**config.mk**
```make
export PLATFORM = sky130hd
export DESIGN_NAME = div_unit_flat
export DESIGN_NICKNAME = d
export VERILOG_FILES = /design/src/rtl/div_if.sv /design/src/rtl/div_unit.sv /design/src/flat_wrapper.sv
export SDC_FILE = /design/constraint.sdc
export NUM_CORES = 1
export LEC_CHECK = 0
export ABC_AREA = 1
export BUFFER_PORTS_ARGS = -buffer_cell sky130_fd_sc_hd__buf_2
export CORE_MARGIN = 2
export CORE_UTILIZATION = 55
export DETAILED_ROUTE_END_ITERATION = 16
export GPL_TIMING_DRIVEN = 0
export HOLD_SLACK_MARGIN = 0.12
export PLACE_DENSITY = 0.8
export SKIP_CTS_REPAIR_TIMING = 1
export SLEW_MARGIN = 40
export SYNTH_ARGS = -nofsm -noshare
export SYNTH_HDL_FRONTEND = slang
export SYNTH_SLANG_ARGS = --single-unit
```
**constraint.sdc**
```tcl
create_clock -name clk -period 2.2 [get_ports clk]
set_input_delay 0.55 -clock clk [delete_from_list [all_inputs] [get_ports clk]]
set_output_delay 0.55 -clock clk [all_outputs]
set_load 0.02 [all_outputs]
```
**src/rtl/div_if.sv**
```systemverilog
// Handshake and data bundle between the execute stage and the multi-cycle divider.
// The master side (EX) issues operands and start/annul; the slave side (divider) returns the result.
interface div_if #(
   parameter int WIDTH = 32
);
   logic               signed_div_i;
   logic [WIDTH-1:0]   opdata1_i;
   logic [WIDTH-1:0]   opdata2_i;
   logic               start_i;
   logic               annul_i;
   logic [2*WIDTH-1:0] result_o;
   logic               ready_o;

   modport master (
      output signed_div_i, opdata1_i, opdata2_i, start_i, annul_i,
      input  result_o, ready_o
   );

   modport slave (
      input  signed_div_i, opdata1_i, opdata2_i, start_i, annul_i,
      output result_o, ready_o
   );
endinterface

```
**src/rtl/div_unit.sv**
```systemverilog
// Multi-cycle signed/unsigned radix-2 restoring divider, one quotient bit per clock.
// Result is {remainder, quotient}; flushable through annul_i.
module div_unit #(
   parameter int WIDTH = 32
) (
   input  logic  clk,
   input  logic  rst,
   div_if.slave  bus
);

   localparam int               CW       = $clog2(WIDTH) + 1;
   localparam logic [CW-1:0]    CNT_DONE = CW'(WIDTH);
   localparam logic [CW-1:0]    CNT_ONE  = {{(CW-1){1'b0}}, 1'b1};
   localparam logic [CW-1:0]    CNT_ZERO = {CW{1'b0}};
   localparam logic [WIDTH-1:0] ZERO_W   = {WIDTH{1'b0}};
   localparam logic [2*WIDTH-1:0] ZERO_RES = {(2*WIDTH){1'b0}};

   typedef enum logic [1:0] {
      ST_FREE   = 2'd0,
      ST_BYZERO = 2'd1,
      ST_ON     = 2'd2,
      ST_END    = 2'd3
   } state_t;

   // Magnitude of an operand; only negative values in signed mode are flipped.
   function automatic logic [WIDTH-1:0] abs_val(input logic [WIDTH-1:0] v, input logic sgn);
      abs_val = (sgn && v[WIDTH-1]) ? (ZERO_W - v) : v;
   endfunction

   function automatic logic [WIDTH-1:0] cond_neg(input logic [WIDTH-1:0] v, input logic neg);
      cond_neg = neg ? (ZERO_W - v) : v;
   endfunction

   state_t             state_r,    state_s;
   logic [CW-1:0]      cnt_r,      cnt_s;
   logic [2*WIDTH:0]   work_r,     work_s;
   logic [WIDTH-1:0]   divisor_r,  divisor_s;
   logic               neg_quot_r, neg_quot_s;
   logic               neg_rem_r,  neg_rem_s;
   logic [2*WIDTH-1:0] result_r,   result_s;
   logic               ready_r,    ready_s;

   logic               fits_s;
   logic [WIDTH-1:0]   diff_s;

   // Trial subtraction of the divisor from the top WIDTH+1 bits of the working register.
   // When the divisor fits, the difference is below 2^WIDTH, so the low WIDTH bits suffice.
   assign fits_s = (work_r[2*WIDTH:WIDTH] >= {1'b0, divisor_r});
   assign diff_s = work_r[2*WIDTH-1:WIDTH] - divisor_r;

   // Next-state and next-output logic.
   always_comb begin
      state_s    = state_r;
      cnt_s      = cnt_r;
      work_s     = work_r;
      divisor_s  = divisor_r;
      neg_quot_s = neg_quot_r;
      neg_rem_s  = neg_rem_r;
      result_s   = result_r;
      ready_s    = ready_r;
      case (state_r)
         ST_FREE: begin
            result_s = ZERO_RES;
            ready_s  = 1'b0;
            if (bus.start_i && !bus.annul_i) begin
               if (bus.opdata2_i == ZERO_W) begin
                  state_s = ST_BYZERO;
               end else begin
                  state_s    = ST_ON;
                  cnt_s      = CNT_ZERO;
                  // Dividend sits one bit up so the first trial sees its MSB.
                  work_s     = {ZERO_W, abs_val(bus.opdata1_i, bus.signed_div_i), 1'b0};
                  divisor_s  = abs_val(bus.opdata2_i, bus.signed_div_i);
                  neg_quot_s = bus.signed_div_i & (bus.opdata1_i[WIDTH-1] ^ bus.opdata2_i[WIDTH-1]);
                  neg_rem_s  = bus.signed_div_i & bus.opdata1_i[WIDTH-1];
               end
            end else begin
               state_s = ST_FREE;
            end
         end
         ST_BYZERO: begin
            state_s  = ST_END;
            result_s = ZERO_RES;
            ready_s  = 1'b1;
         end
         ST_ON: begin
            if (bus.annul_i) begin
               state_s  = ST_FREE;
               result_s = ZERO_RES;
               ready_s  = 1'b0;
            end else if (cnt_r < CNT_DONE) begin
               cnt_s = cnt_r + CNT_ONE;
               if (fits_s) begin
                  work_s = {diff_s, work_r[WIDTH-1:0], 1'b1};
               end else begin
                  work_s = {work_r[2*WIDTH-1:0], 1'b0};
               end
            end else begin
               // Remainder ends up one bit above the quotient half.
               result_s = {cond_neg(work_r[2*WIDTH:WIDTH+1], neg_rem_r),
                           cond_neg(work_r[WIDTH-1:0], neg_quot_r)};
               ready_s  = 1'b1;
               state_s  = ST_END;
            end
         end
         ST_END: begin
            if (bus.start_i) begin
               ready_s = 1'b1;
            end else begin
               state_s  = ST_FREE;
               result_s = ZERO_RES;
               ready_s  = 1'b0;
            end
         end
         default: begin
            state_s  = ST_FREE;
            result_s = ZERO_RES;
            ready_s  = 1'b0;
         end
      endcase
   end

   // State, working and output registers.
   always_ff @(posedge clk or negedge rst) begin
      if (!rst) begin
         state_r    <= ST_FREE;
         cnt_r      <= CNT_ZERO;
         work_r     <= {(2*WIDTH+1){1'b0}};
         divisor_r  <= ZERO_W;
         neg_quot_r <= 1'b0;
         neg_rem_r  <= 1'b0;
         result_r   <= ZERO_RES;
         ready_r    <= 1'b0;
      end else begin
         state_r    <= state_s;
         cnt_r      <= cnt_s;
         work_r     <= work_s;
         divisor_r  <= divisor_s;
         neg_quot_r <= neg_quot_s;
         neg_rem_r  <= neg_rem_s;
         result_r   <= result_s;
         ready_r    <= ready_s;
      end
   end

   assign bus.result_o = result_r;
   assign bus.ready_o  = ready_r;

endmodule

```
**src/flat_wrapper.sv**
```systemverilog
// flat-port wrapper written by rule: the top's interface ports become plain ports
module div_unit_flat 
#(
   parameter int WIDTH = 32
)
  (clk, rst, bus_signed_div_i, bus_opdata1_i, bus_opdata2_i, bus_start_i, bus_annul_i, bus_result_o, bus_ready_o);
  div_if #(.WIDTH(WIDTH)) bus_i ();
  input  logic clk;
  input  logic rst;
  input wire logic [$bits(bus_i.signed_div_i)-1:0] bus_signed_div_i;
  input wire logic [$bits(bus_i.opdata1_i)-1:0] bus_opdata1_i;
  input wire logic [$bits(bus_i.opdata2_i)-1:0] bus_opdata2_i;
  input wire logic [$bits(bus_i.start_i)-1:0] bus_start_i;
  input wire logic [$bits(bus_i.annul_i)-1:0] bus_annul_i;
  output wire logic [$bits(bus_i.result_o)-1:0] bus_result_o;
  output wire logic [$bits(bus_i.ready_o)-1:0] bus_ready_o;
  assign bus_i.signed_div_i = bus_signed_div_i;
  assign bus_i.opdata1_i = bus_opdata1_i;
  assign bus_i.opdata2_i = bus_opdata2_i;
  assign bus_i.start_i = bus_start_i;
  assign bus_i.annul_i = bus_annul_i;
  assign bus_result_o = bus_i.result_o;
  assign bus_ready_o = bus_i.ready_o;
  div_unit #(.WIDTH(WIDTH)) u_core (.clk(clk), .rst(rst), .bus(bus_i));
endmodule
```
==> reports/summary.txt, run 1 <==
Status - finished with violations
Failing checks - negative setup slack
Dpl cell area - 0.0144 sq mm
Number of port buffers - 133
Register area share after synthesis - 32.5%
Worst-Margin Slew - 0.640 ns
Synthesized cell area - 0.0133 sq mm
RePlAce Congestion - 0.958
# nets final - 2463
Critical path class - register to register
Rows - 56
Max rail drop VDD - 0.834 mV
Die area - 0.0254 sq mm
Die Wd - 159 um
Remaining Overflow, GRT - 0
Asr flop ratio synth - 100%
Unique cell type count in the Yosys netlist - 45
RSZ-0062 raised after global routing - yes
Yosys reg bits - 172
Total Wirelength - 46.5 mm
Area grow syn2layout - 23.4%
Starting Density - 56.3%
Largest net degree at the start of global routing - 78
Crit start category - register
Initial antenna violation count - 0
WHS Endpoint - u_core.divisor_r[10]$_DFFE_PN0P_
Pwr/cell area - 1750 mW/mm^2
DRC viols - 0
Final Hold Viols - 0
Register area - 0.00434 sq mm
Max-Cap Viols - 0
Final WS setup - -0.0313 ns
Core area - 0.0235 sq mm
Die H - 159 um
Cells after synthesis - 2132
Most frequent cells in the layout - 725 x nand2_1, 278 x inv_1, 210 x nand3_1
R2R Path Start - u_core.work_r[55]$_DFFE_PN0P_
Reg clk slew, reported paths - 0.07 ns
Ys Warns - 0
Vias/cell - 5.55
HP Start - bus_opdata2_i[10]
Final Instance Area - 0.0164 sq mm
Critical Path RT - 2.53 ns
Place WS - -0.369 ns
Via count - 14926
Dominant synthesized flop cell - dfrtp_1
CTS buffer count - 17
R2R setup slack - -0.03 ns
GRT Overall Usage - 34.4%
Number of flops mapped to enable cells by yosys - 0
Cell chain of the critical path - ha_4 -> nand2_2 -> nor2_4 -> nand2_2 -> nor2_4 -> nand2_1 -> nand2_2 -> nor2_4 -> buf_12 -> nand2_4 -> clkbuf_16 -> nand2_1 -> nand3_1 -> nand2_1
R2R cell count - 14
CP bufs+invs - 2
Commonest non-fill, non-tap cell in the layout - nand2_1
Min Tclk post-route - 2.23 ns
Clk_lat worst skew - 0.45 ns
Ant. Diodes - 0
Final ANT Viol Nets - 0
Syn_area_per_cell - 6.22 sq um
DR WL/cell - 17.3 um
TritonRoute pass-1 iters - 6
CTS tree - yes
Global-route wire length before repair - 69.5 mm
Worst Path Arrival - 2.56 ns
Multi-input gate area - 0.00829 sq mm
Initial drt markers - 1544
Clock H-tree levels - 4
Crit share post-route - 101%
Final Max Tran Viols - 0
Hold WC Path Type - input pin to register
Critical Path Source - u_core.work_r[55]$_DFFE_PN0P_
Vias in the first global route - 13080
CTS max path bufs - 2
I/O pins - 134
Fill cell count - 2023
Max incr delay on CP - 0.47 ns
Crit-path max FO - 7
Crit-path leading delay family - simple AND/OR/NAND/NOR gates
Max Clock Freq - 0.448 GHz
Clk root buf - clkbuf_16
Setup violators final - 3
Dpl hpwl - 35.1 mm
Post-synth net total - 2239
Share of post-route cells with drive strength above 1 - 19.4%
Clk sinks - 172
Slew margin rel. - 57.4%
Setup Skew - 0.0177 ns
CP max stage cell - dfrtp_2
Leakage - 8.89 nW
R2R Path End - u_core.work_r[37]$_DFFE_PN0P_
Fin Hold WS - 0.419 ns
Worst Setup End Kind - register
Hold depth - 3
[logic make-up after synthesis]
kind of cell,count (synthesis),share of synthesized area (%)
AOI/OAI and AO/OA,225,9.36
xor gates and xnor gates,56,3.70
adders and majority gates,38,3.64
buffers and inverters,364,10.8
DFF,172,32.5
and+or+nand+nor,1277,40.1
[power by group]
| part | switching [mW] | internal [mW] |
|---|---|---|
| registers | 1.43 | 4.37 |
| clock network | 1.47 | 1.50 |
| logic | 12.5 | 7.32 |
| total | 15.4 | 13.2 |
[worst min-delay path, cell delays in order]
cell,delay (ns)
buf_2,0.10
xnor2_1,0.11
o21ai_0,0.07
[per-stage QoR]
stage / power (mW) / cells / setup TNS [ns] / util [%]
6_report: 28.6 / 2688 / -0.0501 / 69.5
3_5_place_dp: 21.0 / 2586 / -23.77 / 61.1
2_1_floorplan: 16.4 / 2132 / 0 / -
5_1_grt: 30.5 / 2688 / -1.25 / 69.5
4_1_cts: 24.0 / 2618 / -8.01 / 63.5
3_3_place_gp: 20.7 / 2584 / -384.69 / 60.9
[how the worst max path moves through the flow]
stage / end / depth (start not counted)
after global placement: u_core.work_r[28]$_DFFE_PN0P_ / 1
after CTS: u_core.work_r[63]$_DFFE_PN0P_ / 13
after floorplan: u_core.work_r[25]$_DFFE_PN0P_ / 12
after global routing: u_core.work_r[37]$_DFFE_PN0P_ / 11
after detailed placement: u_core.work_r[4]$_DFFE_PN0P_ / 11
final: u_core.work_r[37]$_DFFE_PN0P_ / 14
[Yosys cell counts (2+ instances only)]
master / n / area share [%]
clkbuf_1: 21 / 0.59
o22ai_1: 3 / 0.14
xnor2_1: 19 / 1.3
buf_2: 28 / 1.1
or2_2: 6 / 0.28
ha_1: 37 / 3.5
nand2_4: 2 / 0.17
nor4_1: 2 / 0.094
and2_1: 8 / 0.38
a22o_1: 3 / 0.20
a32o_1: 2 / 0.15
clkinv_1: 2 / 0.057
buf_6: 3 / 0.25
dfrtp_1: 172 / 32
nor2_2: 6 / 0.28
inv_2: 5 / 0.14
a21oi_1: 58 / 2.2
nor3b_1: 2 / 0.11
nand2_1: 772 / 22
buf_1: 6 / 0.17
o21ai_0: 113 / 4.3
nand3b_1: 9 / 0.51
xor2_1: 37 / 2.4
nor2_4: 2 / 0.17
inv_1: 297 / 8.4
nand2_2: 6 / 0.28
nand4_1: 27 / 1.3
o31ai_1: 2 / 0.11
nand3_1: 217 / 8.2
o21ai_1: 13 / 0.49
o211ai_1: 22 / 1.2
o21bai_1: 3 / 0.17
buf_4: 2 / 0.11
nor2_1: 194 / 5.5
nor3_1: 21 / 0.79
[routing by layer]
metal,track usage (%),vias up,wire [um]
met1,50.4,6887,20000
met3,4.53,83,4470
met5,0,-,0
met4,9.96,0,1250
li1,-,7175,-
met2,53.5,781,20800
[state kept, by name, summed over array words and instances, names as in the netlist]
register and count:
u_core.bus.ready_o 1, u_core.bus.result_o 64, u_core.cnt_r 6, u_core.divisor_r 32, u_core.neg_quot_r 1, u_core.neg_rem_r 1
u_core.state_r 2, u_core.work_r 65
[layout make-up]
cell class / count / share of cell area (%)
Multi-Input combinational cell: 1597 / 50.6
Buffer: 59 / 1.93
Clock inverter: 13 / 0.757
Clock buffer: 19 / 2.64
Tap cell: 319 / 2.44
Timing Repair Buffer: 205 / 8.09
Inverter: 304 / 6.99
Sequential cell: 172 / 26.5
Note: power is estimated with default switching activity, not from simulation.
==> run 2: changes to the inputs <==
--- a/config.mk
+++ b/config.mk
@@ -7,6 +7,7 @@
 export LEC_CHECK = 0
 export ABC_AREA = 1
 export BUFFER_PORTS_ARGS = -buffer_cell sky130_fd_sc_hd__buf_2
+export CORE_ASPECT_RATIO = 0.9
 export CORE_MARGIN = 2
 export CORE_UTILIZATION = 55
 export DETAILED_ROUTE_END_ITERATION = 16
==> reports/summary.txt, run 2 (synthesis gave the netlist of run 1 again) <==
Reg clk slew, reported paths - 0.08 ns
Largest register FFs - 65
DR WL/cell - 17.3 um
Total power - 29.6 mW
Clk root buf - clkbuf_16
Vias in the first global route - 12640
Critical path class - register to register
Max rail drop VDD - 1.15 mV
Die Wd - 168 um
Leakage - 8.90 nW
Vias/cell - 5.53
Switch share - 53.9%
Hold WC Path Type - input pin to register
Psw - 15.9 mW
Combinational Power Share - 70.4%
DRC viols - 0
Core area - 0.0235 sq mm
Dpl hpwl - 34.9 mm
Clk_lat worst skew - 0.45 ns
Fill cell count - 1999
Total Wirelength - 46.2 mm
Final WS setup - -0.0552 ns
Via count - 14777
Slew margin rel. - 52.0%
CTS tree - yes
Worst Setup End Kind - register
Initial antenna violation count - 0
R2R cell count - 14
Critical Path RT - 2.53 ns
Top reg by flops - u_core.work_r
Rows - 53
I/O pins - 134
Crit-path max FO - 8
Die H - 151 um
Final Max Tran Viols - 0
Final ANT Viol Nets - 0
Max-Cap Viols - 0
Setup violators final - 7
Initial drt markers - 1631
Crit start category - register
RePlAce Congestion - 0.957
Clk pwr share - 10.2%
# nets final - 2464
Post-Layout Cell Count - 2672
Seq pwr share - 19.4%
Status - finished with violations
Worst-Margin Slew - 0.720 ns
Min Tclk post-route - 2.26 ns
Internal Power - 13.6 mW
Inst Count DP - 2569
Global-route wire length before repair - 68.1 mm
Most frequent cells in the layout - 696 x nand2_1, 273 x inv_1, 190 x nand3_1
Final setup TNS - -0.153 ns
Commonest non-fill, non-tap cell in the layout - nand2_1
Pwr/cell area - 1780 mW/mm^2
Starting Density - 56.3%
GRT Overall Usage - 34.5%
Ant. Diodes - 0
Final Hold Viols - 0
Worst Path Arrival - 2.59 ns
Max Clock Freq - 0.443 GHz
Share of post-route cells with drive strength above 1 - 21.9%
Remaining Overflow, GRT - 0
Hold depth - 4
Die area - 0.0254 sq mm
Setup Skew - 0.0157 ns
Crit share post-route - 103%
Failing checks - negative setup slack
Number of port buffers - 133
Area grow syn2layout - 25.5%
CTS max path bufs - 2
Clock H-tree levels - 4
Fin Hold WS - 0.414 ns
Largest net degree at the start of global routing - 77
Clk sinks - 172
RSZ-0062 raised after global routing - yes
TritonRoute pass-1 iters - 6
CTS buffer count - 17
==> run 2: changes by cell type in the layout (fill, tap and decap cells not counted), moves of 3 or more <==
cell      change
clkinv_4      +3
inv_1         -5
inv_2         +5
nor2_1        -3
nand3_1      -20
nand2_1      -29
clkbuf_2      +3
nand2_4       +6
nand2_2      +21
nand3_2      +19
inv_6         -3
==> run 2: final cells by class <==
cell class | instances | area (sq um) | share of cell area (%)
flip-flops and latches | 172 | 4340 | 26.1
clock buffers | 18 | 429 | 2.58
repair buffers | 206 | 1340 | 8.05
inverters | 304 | 1140 | 6.88
plain buffers | 60 | 327 | 1.96
well taps | 302 | 378 | 2.27
multi-input cells | 1596 | 8530 | 51.3
clock inverters | 14 | 153 | 0.917
==> run 2: final timing paths <==
check                                                      end  slack [ns]                                start
min reg2reg                u_core.bus.result_o[28]$_DFFE_PN0P_        0.48  u_core.bus.result_o[28]$_DFFE_PN0P_
min                           u_core.divisor_r[30]$_DFFE_PN0P_        0.41                    bus_opdata2_i[30]
min in group asynchronous      u_core.divisor_r[7]$_DFFE_PN0P_        0.60                                  rst
max                              u_core.work_r[63]$_DFFE_PN0P_       -0.06        u_core.work_r[41]$_DFFE_PN0P_
max reg2reg                      u_core.work_r[63]$_DFFE_PN0P_       -0.06        u_core.work_r[41]$_DFFE_PN0P_
max in group asynchronous        u_core.work_r[63]$_DFFE_PN0P_        0.84                                  rst
==> run 2: layer usage <==
metal  vias up  GRT usage, %  share of wire (%)
li1       7178             -                  -
met1      6823          53.3                 46
met2       714          50.5                 42
met3        62          5.75                 10
met4         0          7.09                1.6
met5         -             0                  0
==> run 2: per-stage QoR <==
stage	cell area, sq um	worst slack (ns)	utilization, %
2_1_floorplan	13300	0.272	-
4_1_cts	14900	-0.234	63.5
6_report	16600	-0.0552	70.7
5_1_grt	16600	-0.110	70.7
3_5_place_dp	14400	-0.413	61.0
3_3_place_gp	14300	-2.08	60.8
==> run 2: worst max-delay path, cell delays in order (launching register included) <==
cell and delay [ns]:
dfrtp_2 0.47, ha_4 0.32, nand2_2 0.09, nor2_4 0.18
nand2_2 0.08, nor2_2 0.10, nand2_1 0.09, nand2_2 0.09
nor2_4 0.05, buf_12 0.12, nand2_8 0.13, buf_8 0.14
nand3_1 0.12, nand2_1 0.09, nand2_1 0.04
==> run 2: power groups by stage <==
stage / registers, mW / clock network, mW / logic, mW
after floorplan: 5.53 / 0 / 10.9
after global placement: 5.55 / 0 / 15.1
after detailed placement: 5.60 / 0 / 15.3
after CTS: 5.55 / 3.02 / 15.5
after global routing: 5.85 / 3.15 / 22.6
final: 5.75 / 3.02 / 20.8
